<file path="config.mk">
export PLATFORM = sky130hd
export DESIGN_NAME = sm4_round_scheduler
export DESIGN_NICKNAME = d
export VERILOG_FILES = /design/src/rtl/sm4_encryptor_pkg.sv /design/src/rtl/sm4_round_scheduler_mask_lfsr.sv /design/src/rtl/turn_transform.sv /design/src/rtl/sm4_round_scheduler.sv
export SDC_FILE = /design/constraint.sdc
export NUM_CORES = 2
export LEC_CHECK = 0
export ABC_CLOCK_PERIOD_IN_PS = 11600
export CAP_MARGIN = 25
export CORE_AREA = 2 2 487 489
export CTS_CLUSTER_SIZE = 14
export DETAILED_ROUTE_END_ITERATION = 7
export DIE_AREA = 0 0 489 491
export GPL_TIMING_DRIVEN = 0
export PLACE_DENSITY = 0.52
export SYNTH_ARGS = -nofsm -noshare
export SYNTH_HDL_FRONTEND = slang
export SYNTH_SLANG_ARGS = --single-unit
export TNS_END_PERCENT = 50
</file>
<file path="constraint.sdc">
create_clock -name clk_i -period 11.6 [get_ports clk_i]
set_input_delay 2.32 -clock clk_i [delete_from_list [all_inputs] [get_ports clk_i]]
set_output_delay 2.32 -clock clk_i [all_outputs]
set_load 0.01 [all_outputs]
</file>
<file path="src/rtl/sm4_encryptor_pkg.sv">
// Shared constants, types and helpers for the SM4 round scheduler.
package sm4_encryptor_pkg;

  localparam int unsigned RoundW = 5;

  // System parameter FK0..FK3, FK0 in the top word.
  localparam logic [127:0] FkWord = 128'hA3B1BAC6_56AA3350_677D9197_B27022DC;

  typedef enum logic [1:0] {StIdle, StKeyExp, StCrypt, StDone} sm4_state_e;

  // CK[i] lives at [i*32 +: 32]; byte j of CK[i] (j=0 is the top byte) is (4i+j)*7 mod 256.
  function automatic logic [1023:0] gen_ck();
    logic [1023:0] t;
    logic [9:0]    v;
    t = '0;
    for (int i = 0; i < 32; i++) begin
      for (int j = 0; j < 4; j++) begin
        v = 10'((4 * i + j) * 7);
        t[i*32 + (3-j)*8 +: 8] = v[7:0];
      end
    end
    return t;
  endfunction

  localparam logic [1023:0] CkTable = gen_ck();

  // S-box, entry 0 in the top byte.
  localparam logic [2047:0] SboxTable = {
    128'hd690e9fecce13db716b614c228fb2c05, 128'h2b679a762abe04c3aa44132649860699,
    128'h9c4250f491ef987a33540b43edcfac62, 128'he4b31ca9c908e89580df94fa758f3fa6,
    128'h4707a7fcf37317ba83593c19e6854fa8, 128'h686b81b27164da8bf8eb0f4b70569d35,
    128'h1e240e5e6358d1a225227c3b01217887, 128'hd40046579fd327524c3602e7a0c4c89e,
    128'heabf8ad240c738b5a3f7f2cef96115a1, 128'he0ae5da49b341a55ad933230f58cb1e3,
    128'h1df6e22e8266ca60c02923ab0d534e6f, 128'hd5db3745defd8e2f03ff6a726d6c5b51,
    128'h8d1baf92bbddbc7f11d95c411f105ad8, 128'h0ac13188a5cd7bbd2d74d012b8e5b4b0,
    128'h8969974a0c96777e65b9f109c56ec684, 128'h18f07dec3adc4d2079ee5f3ed7cb3948
  };

  function automatic logic [31:0] rol(input logic [31:0] x, input int unsigned n);
    return (x << n) | (x >> (32 - n));
  endfunction

  function automatic logic [31:0] tau(input logic [31:0] a);
    logic [31:0] b;
    for (int k = 0; k < 4; k++) begin
      b[k*8 +: 8] = SboxTable[{~a[k*8 +: 8], 3'b000} +: 8];
    end
    return b;
  endfunction

  // Swaps the word order so the first (top) word lands in [31:0].
  function automatic logic [127:0] word_rev(input logic [127:0] x);
    return {x[31:0], x[63:32], x[95:64], x[127:96]};
  endfunction

endpackage

</file>
<file path="src/rtl/sm4_round_scheduler_mask_lfsr.sv">
// Mask source: 32-bit Galois LFSR plus the previous-round mask register.
module sm4_mask_lfsr #(
  parameter bit          mask_en_p   = 1'b1,
  parameter logic [31:0] lfsr_seed_p = 32'h1357_9BDF
) (
  input  logic        clk_i,
  input  logic        reset_i,
  input  logic        advance_i,
  input  logic        first_i,
  input  logic [31:0] round_mask_i,
  output logic [31:0] mask_o,
  output logic [31:0] dismask_o
);

  localparam logic [31:0] Taps = 32'h8020_0003;

  logic [31:0] lfsr_q, dismask_q;

  // Step the LFSR and capture this round's mask once per active round.
  always_ff @(posedge clk_i) begin
    if (reset_i) begin
      lfsr_q    <= lfsr_seed_p;
      dismask_q <= '0;
    end else if (advance_i) begin
      lfsr_q    <= {1'b0, lfsr_q[31:1]} ^ (lfsr_q[0] ? Taps : 32'h0);
      dismask_q <= round_mask_i;
    end
  end

  // Round 0 of a pass has no previous mask to strip.
  always_comb begin
    mask_o    = mask_en_p ? lfsr_q : 32'h0;
    dismask_o = (mask_en_p && !first_i) ? dismask_q : 32'h0;
  end

endmodule

</file>
<file path="src/rtl/turn_transform.sv">
// One SM4 round: o = X0 ^ L(tau(X1 ^ X2 ^ X3 ^ rk)), with L' for key expansion.
// Mask shares are applied to the operands and stripped before the table S-box, so the
// result is independent of the mask values.
module turn_transform
  import sm4_encryptor_pkg::*;
(
  input  logic [127:0] i,
  input  logic [31:0]  rkey_i,
  input  logic         key_mode_i,
  input  logic [31:0]  mask_i,
  input  logic [31:0]  dismask_i,
  output logic [31:0]  o,
  output logic [31:0]  mask_o
);

  logic [31:0] x0_m, a_m, b, c;

  // Round function on masked shares.
  always_comb begin
    x0_m = i[31:0] ^ dismask_i;
    a_m  = i[63:32] ^ i[95:64] ^ i[127:96] ^ rkey_i ^ mask_i;
    b    = tau(a_m ^ mask_i);
    if (key_mode_i) begin
      c = b ^ rol(b, 13) ^ rol(b, 23);
    end else begin
      c = b ^ rol(b, 2) ^ rol(b, 10) ^ rol(b, 18) ^ rol(b, 24);
    end
    o      = x0_m ^ dismask_i ^ c;
    mask_o = mask_i;
  end

endmodule

</file>
<file path="src/rtl/sm4_round_scheduler.sv">
// Iterative SM4 controller: key expansion into a 32-entry round-key file, then
// 32-round encrypt/decrypt passes, one round per cycle, with valid/ready handshakes.
module sm4_round_scheduler
  import sm4_encryptor_pkg::*;
#(
  parameter bit          mask_en_p   = 1'b1,
  parameter logic [31:0] lfsr_seed_p = 32'h1357_9BDF
) (
  input  logic         clk_i,
  input  logic         reset_i,
  input  logic         key_v_i,
  input  logic [127:0] key_i,
  output logic         key_ready_o,
  input  logic         data_v_i,
  input  logic [127:0] data_i,
  input  logic         decrypt_i,
  output logic         data_ready_o,
  output logic         data_v_o,
  output logic [127:0] data_o,
  input  logic         data_ready_i,
  output logic         keys_valid_o,
  output logic         busy_o
);

  sm4_state_e          state_q, state_d;
  logic [RoundW-1:0]   round_q, round_d;
  logic [127:0]        s_q, s_d;
  logic                keys_valid_q, keys_valid_d;
  logic                decrypt_q, decrypt_d;
  logic [31:0]         rk_q [32];

  logic                key_hs, data_hs, round_active, last_round;
  logic [31:0]         rkey, rnd_out, rnd_mask, mask_w, dismask_w;

  assign key_ready_o  = (state_q == StIdle);
  assign data_ready_o = (state_q == StIdle) & keys_valid_q & ~key_v_i;
  assign data_v_o     = (state_q == StDone);
  assign data_o       = s_q;
  assign keys_valid_o = keys_valid_q;
  assign busy_o       = (state_q != StIdle);

  assign key_hs       = key_v_i & key_ready_o;
  assign data_hs      = data_v_i & data_ready_o;
  assign round_active = (state_q == StKeyExp) | (state_q == StCrypt);
  assign last_round   = (round_q == RoundW'(31));

  // Round key: CK during expansion, RK forward or reversed during a pass.
  always_comb begin
    rkey = rk_q[round_q];
    if (state_q == StKeyExp) begin
      rkey = CkTable[round_q*32 +: 32];
    end else if (decrypt_q) begin
      rkey = rk_q[~round_q];
    end
  end

  turn_transform u_round (
    .i          (s_q),
    .rkey_i     (rkey),
    .key_mode_i (state_q == StKeyExp),
    .mask_i     (mask_w),
    .dismask_i  (dismask_w),
    .o          (rnd_out),
    .mask_o     (rnd_mask)
  );

  sm4_mask_lfsr #(
    .mask_en_p   (mask_en_p),
    .lfsr_seed_p (lfsr_seed_p)
  ) u_mask (
    .clk_i        (clk_i),
    .reset_i      (reset_i),
    .advance_i    (round_active),
    .first_i      (round_q == '0),
    .round_mask_i (rnd_mask),
    .mask_o       (mask_w),
    .dismask_o    (dismask_w)
  );

  // Next-state: handshakes in IDLE, one round per cycle, hold result until consumed.
  always_comb begin
    state_d      = state_q;
    round_d      = round_q;
    s_d          = s_q;
    keys_valid_d = keys_valid_q;
    decrypt_d    = decrypt_q;
    unique case (state_q)
      StIdle: begin
        if (key_hs) begin
          s_d          = word_rev(key_i ^ FkWord);
          keys_valid_d = 1'b0;
          round_d      = '0;
          state_d      = StKeyExp;
        end else if (data_hs) begin
          s_d       = word_rev(data_i);
          decrypt_d = decrypt_i;
          round_d   = '0;
          state_d   = StCrypt;
        end
      end
      StKeyExp: begin
        s_d     = {rnd_out, s_q[127:32]};
        round_d = round_q + RoundW'(1);
        if (last_round) begin
          keys_valid_d = 1'b1;
          state_d      = StIdle;
        end
      end
      StCrypt: begin
        s_d     = {rnd_out, s_q[127:32]};
        round_d = round_q + RoundW'(1);
        if (last_round) begin
          state_d = StDone;
        end
      end
      StDone: begin
        if (data_ready_i) begin
          state_d = StIdle;
        end
      end
      default: state_d = StIdle;
    endcase
  end

  // Control and state registers.
  always_ff @(posedge clk_i) begin
    if (reset_i) begin
      state_q      <= StIdle;
      round_q      <= '0;
      s_q          <= '0;
      keys_valid_q <= 1'b0;
      decrypt_q    <= 1'b0;
    end else begin
      state_q      <= state_d;
      round_q      <= round_d;
      s_q          <= s_d;
      keys_valid_q <= keys_valid_d;
      decrypt_q    <= decrypt_d;
    end
  end

  // Round-key file; contents are meaningless until keys_valid_o.
  always_ff @(posedge clk_i) begin
    if (state_q == StKeyExp) begin
      rk_q[round_q] <= rnd_out;
    end
  end

endmodule

</file>
==> impl_metrics.toml <==
[drt]
dr.first_iter.drc_count = 12340
drc = 0
postRouteAntennaNets = 0
first_pass_iters = 7
via_per_inst = 6.870
num_vias = 72010
wl_um = 502000
routedWlPerCell_um = 47.89

[final_layout]
drive_above_1_share = 0.2111
utilization = 0.3893
final_nets = 7526
final_cells = 10480
area_growth_syn_to_layout_pct = 21.98

[worst_setup_path]
crit_buf_inv = 10
required_ns = 12.24
endpoint_kind = "flip-flop"
cp_num_cells = 25
crit_path_max_incr_delay_ns = 0.93
worstPathArrival_ns = 12.31
worstRegToRegCells = 25
setup.worst_path.start_class = "flip-flop"
crit_type = "reg2reg"
slowest_stage = "xnor2_2"
worstPathMaxFanout = 24
cpLargestDelayFamily = "buffers and inverters"

[synthesis]
ys_top_cells_by_count = "edfxtp_1 (1024), nand2_1 (599), nor2_1 (460)"
yosysWarnings = 0
syn-mean-instance-area_sq_um = 11.64
synth_seq_area_share = 0.4489
synth_top_area_cell = "edfxtp_1"
synthArstFlopShare = 0
synth_cell_types = 142
yosys.area.top_type_share = 0.4109
synth-seq-cells = 1166
synthCells = 6428
yosysMostFrequentCell = "edfxtp_1"
synthTopCellsByArea = "edfxtp_1 (41%), mux4_2 (14%), dfxtp_1 (3.8%), a21oi_1 (3.0%), nand2_1 (3.0%)"
syn_area_sq_mm = 0.07484
synth-edff-count = 1024
synth_flop_cell = "edfxtp_1"
syn_nets = 6750

[global_routing]
overflow = 0
grt_antenna_before_repair = 43
grt_use_total = 0.4042
first_global_vias = 68060
grt_max_degree = 33
grt_first_pass_wirelength_um = 652700

[clocking]
cts.sinks = 1166
cts-root-buf = "clkbuf_16"
cts_buffers = 134
insertion_delay_ns = 0.83
cts_resized = 0
cts_max_path_buffers = 3
cts_tree = "yes"
htreeDepth = 4
cts-hold-fix-buffers = 0
path_clk_slew_ns = 0.06
cts_setup_buffers = 0

[place]
gp_routability_congestion = 1.021
place_inst = 10210
io_buffers = 393
dp_slack_ns = 0.6947
detailed_place_hpwl_um = 381500

[sta]
min_period_ns = 11.67
setup_viol = 56
setup_slack_ns = -0.07300
clock_skew_ns = 0.05096
max_freq_mhz = 85.67
maxSlewViolCount = 0
slew_headroom = 0.1991
worst_slew_pin_slew_ns = 1.201
rsz0062_at_grt = "false"
period_share = 1.006
hold_violations = 0

[floorplanning]
rows = 178
die_w_um = 489
num_io_pins = 395
die-area_sq_mm = 0.2401
die_height_um = 491
start_util = 0.3191
core_sq_mm = 0.2345

[flow_run]
maxCapViolations = 0

[run_status]
violations = "negative setup slack"
status = "complete, but fails checks"

[min_path]
whs_path_depth = 2
min_path_type = "reg2reg"
[placed cells by master, fill, tap and decap left out, drive strengths merged, types with 197 or more instances in the layout]
cell type,instances
edfxtp,1024
buf,627
nand2,609
nor2,474
a21oi,458
mux4,455
clkdlybuf4s50,393
clkbuf,380
o21ai,310
mux2i,197
[per-layer routing]
metal  vias to the layer above  share of wire  track usage
li1                      27110              -            -
met5                         -        0.00023    0.0002013
met2                      6650           0.42       0.5941
met4                        16          0.083       0.2715
met3                      1494           0.13       0.1311
met1                     36740           0.37       0.5043
[worst paths after layout]
check | from | end | slack [ns]
setup reg to reg | round_q[1] | rk_q[15][29] | -0.07
setup / recovery | round_q[1] | rk_q[15][29] | -0.07
hold / removal | data_o[85] | data_o[85] | 0.52
hold reg to reg | data_o[85] | data_o[85] | 0.52
[worst register-to-register path, cell delays in order, from the launching register on]
cell,delay [ns]
dfxtp_1,0.64
buf_4,0.28
buf_4,0.36
buf_2,0.55
buf_2,0.55
buf_2,0.58
nand2_1,0.12
a21oi_1,0.16
nor4_1,0.09
o31a_1,0.46
nor2_2,0.54
clkbuf_1,0.69
clkbuf_1,0.94
ha_1,0.37
clkbuf_1,0.70
inv_1,0.47
nor2_1,0.34
nor3_1,0.10
o211ai_1,0.22
nand3_1,0.21
a32oi_4,0.76
xnor3_1,0.61
xnor2_1,0.31
o21ai_0,0.20
xnor2_2,0.94
buf_8,0.30
[stage by stage]
step / hold slack [ns] / TNS [ns] / area (sq um)
4_1_cts: 0.5200 / 0 / 91110
6_report: 0.5217 / -1.935 / 91290
3_3_place_gp: 0.4960 / -3017.99 / 82710
5_1_grt: 0.5385 / 0 / 91250
3_5_place_dp: 0.5047 / 0 / 86820
2_1_floorplan: 0.5033 / 0 / 74840
[registers in the layout, summed over array words and instances, names as in the netlist, named ones only]
register      flops
rk_q           1024
data_o          128
round_q           5
state_q           2
decrypt_q         1
keys_valid_o      1
[logic make-up (layout without fill, tap and decap cells)]
kind of cell             Yosys count  after routing  synth area share
adder cells (fa/ha/maj)           61             61           0.01017
other                              0             28                 0
multiplexers                     700            700            0.1708
XOR/XNOR                         284            284           0.03852
flip-flops                      1166           1166            0.4489
AND/OR/NAND/NOR                 1712           1712            0.1073
AO/OA/AOI/OAI                   1857           1857            0.1742
buffers and inverters            648           1525           0.05016
[layout make-up]
cell class | count | area (sq um)
Buffer | 583 | 3510
Clock inverter | 60 | 696.9
Inverter | 65 | 246.5
Sequential cell | 1166 | 33590
Clock buffer | 177 | 3598
Tap cell | 3150 | 3941
Timing Repair Buffer | 640 | 7495
Multi-Input combinational cell | 4614 | 38140
Fill cell | 22610 | 143200
Antenna cell | 28 | 70.07
Power is not shown: default switching activity piles up to over one toggle a cycle in this logic, so the estimate is an artifact.
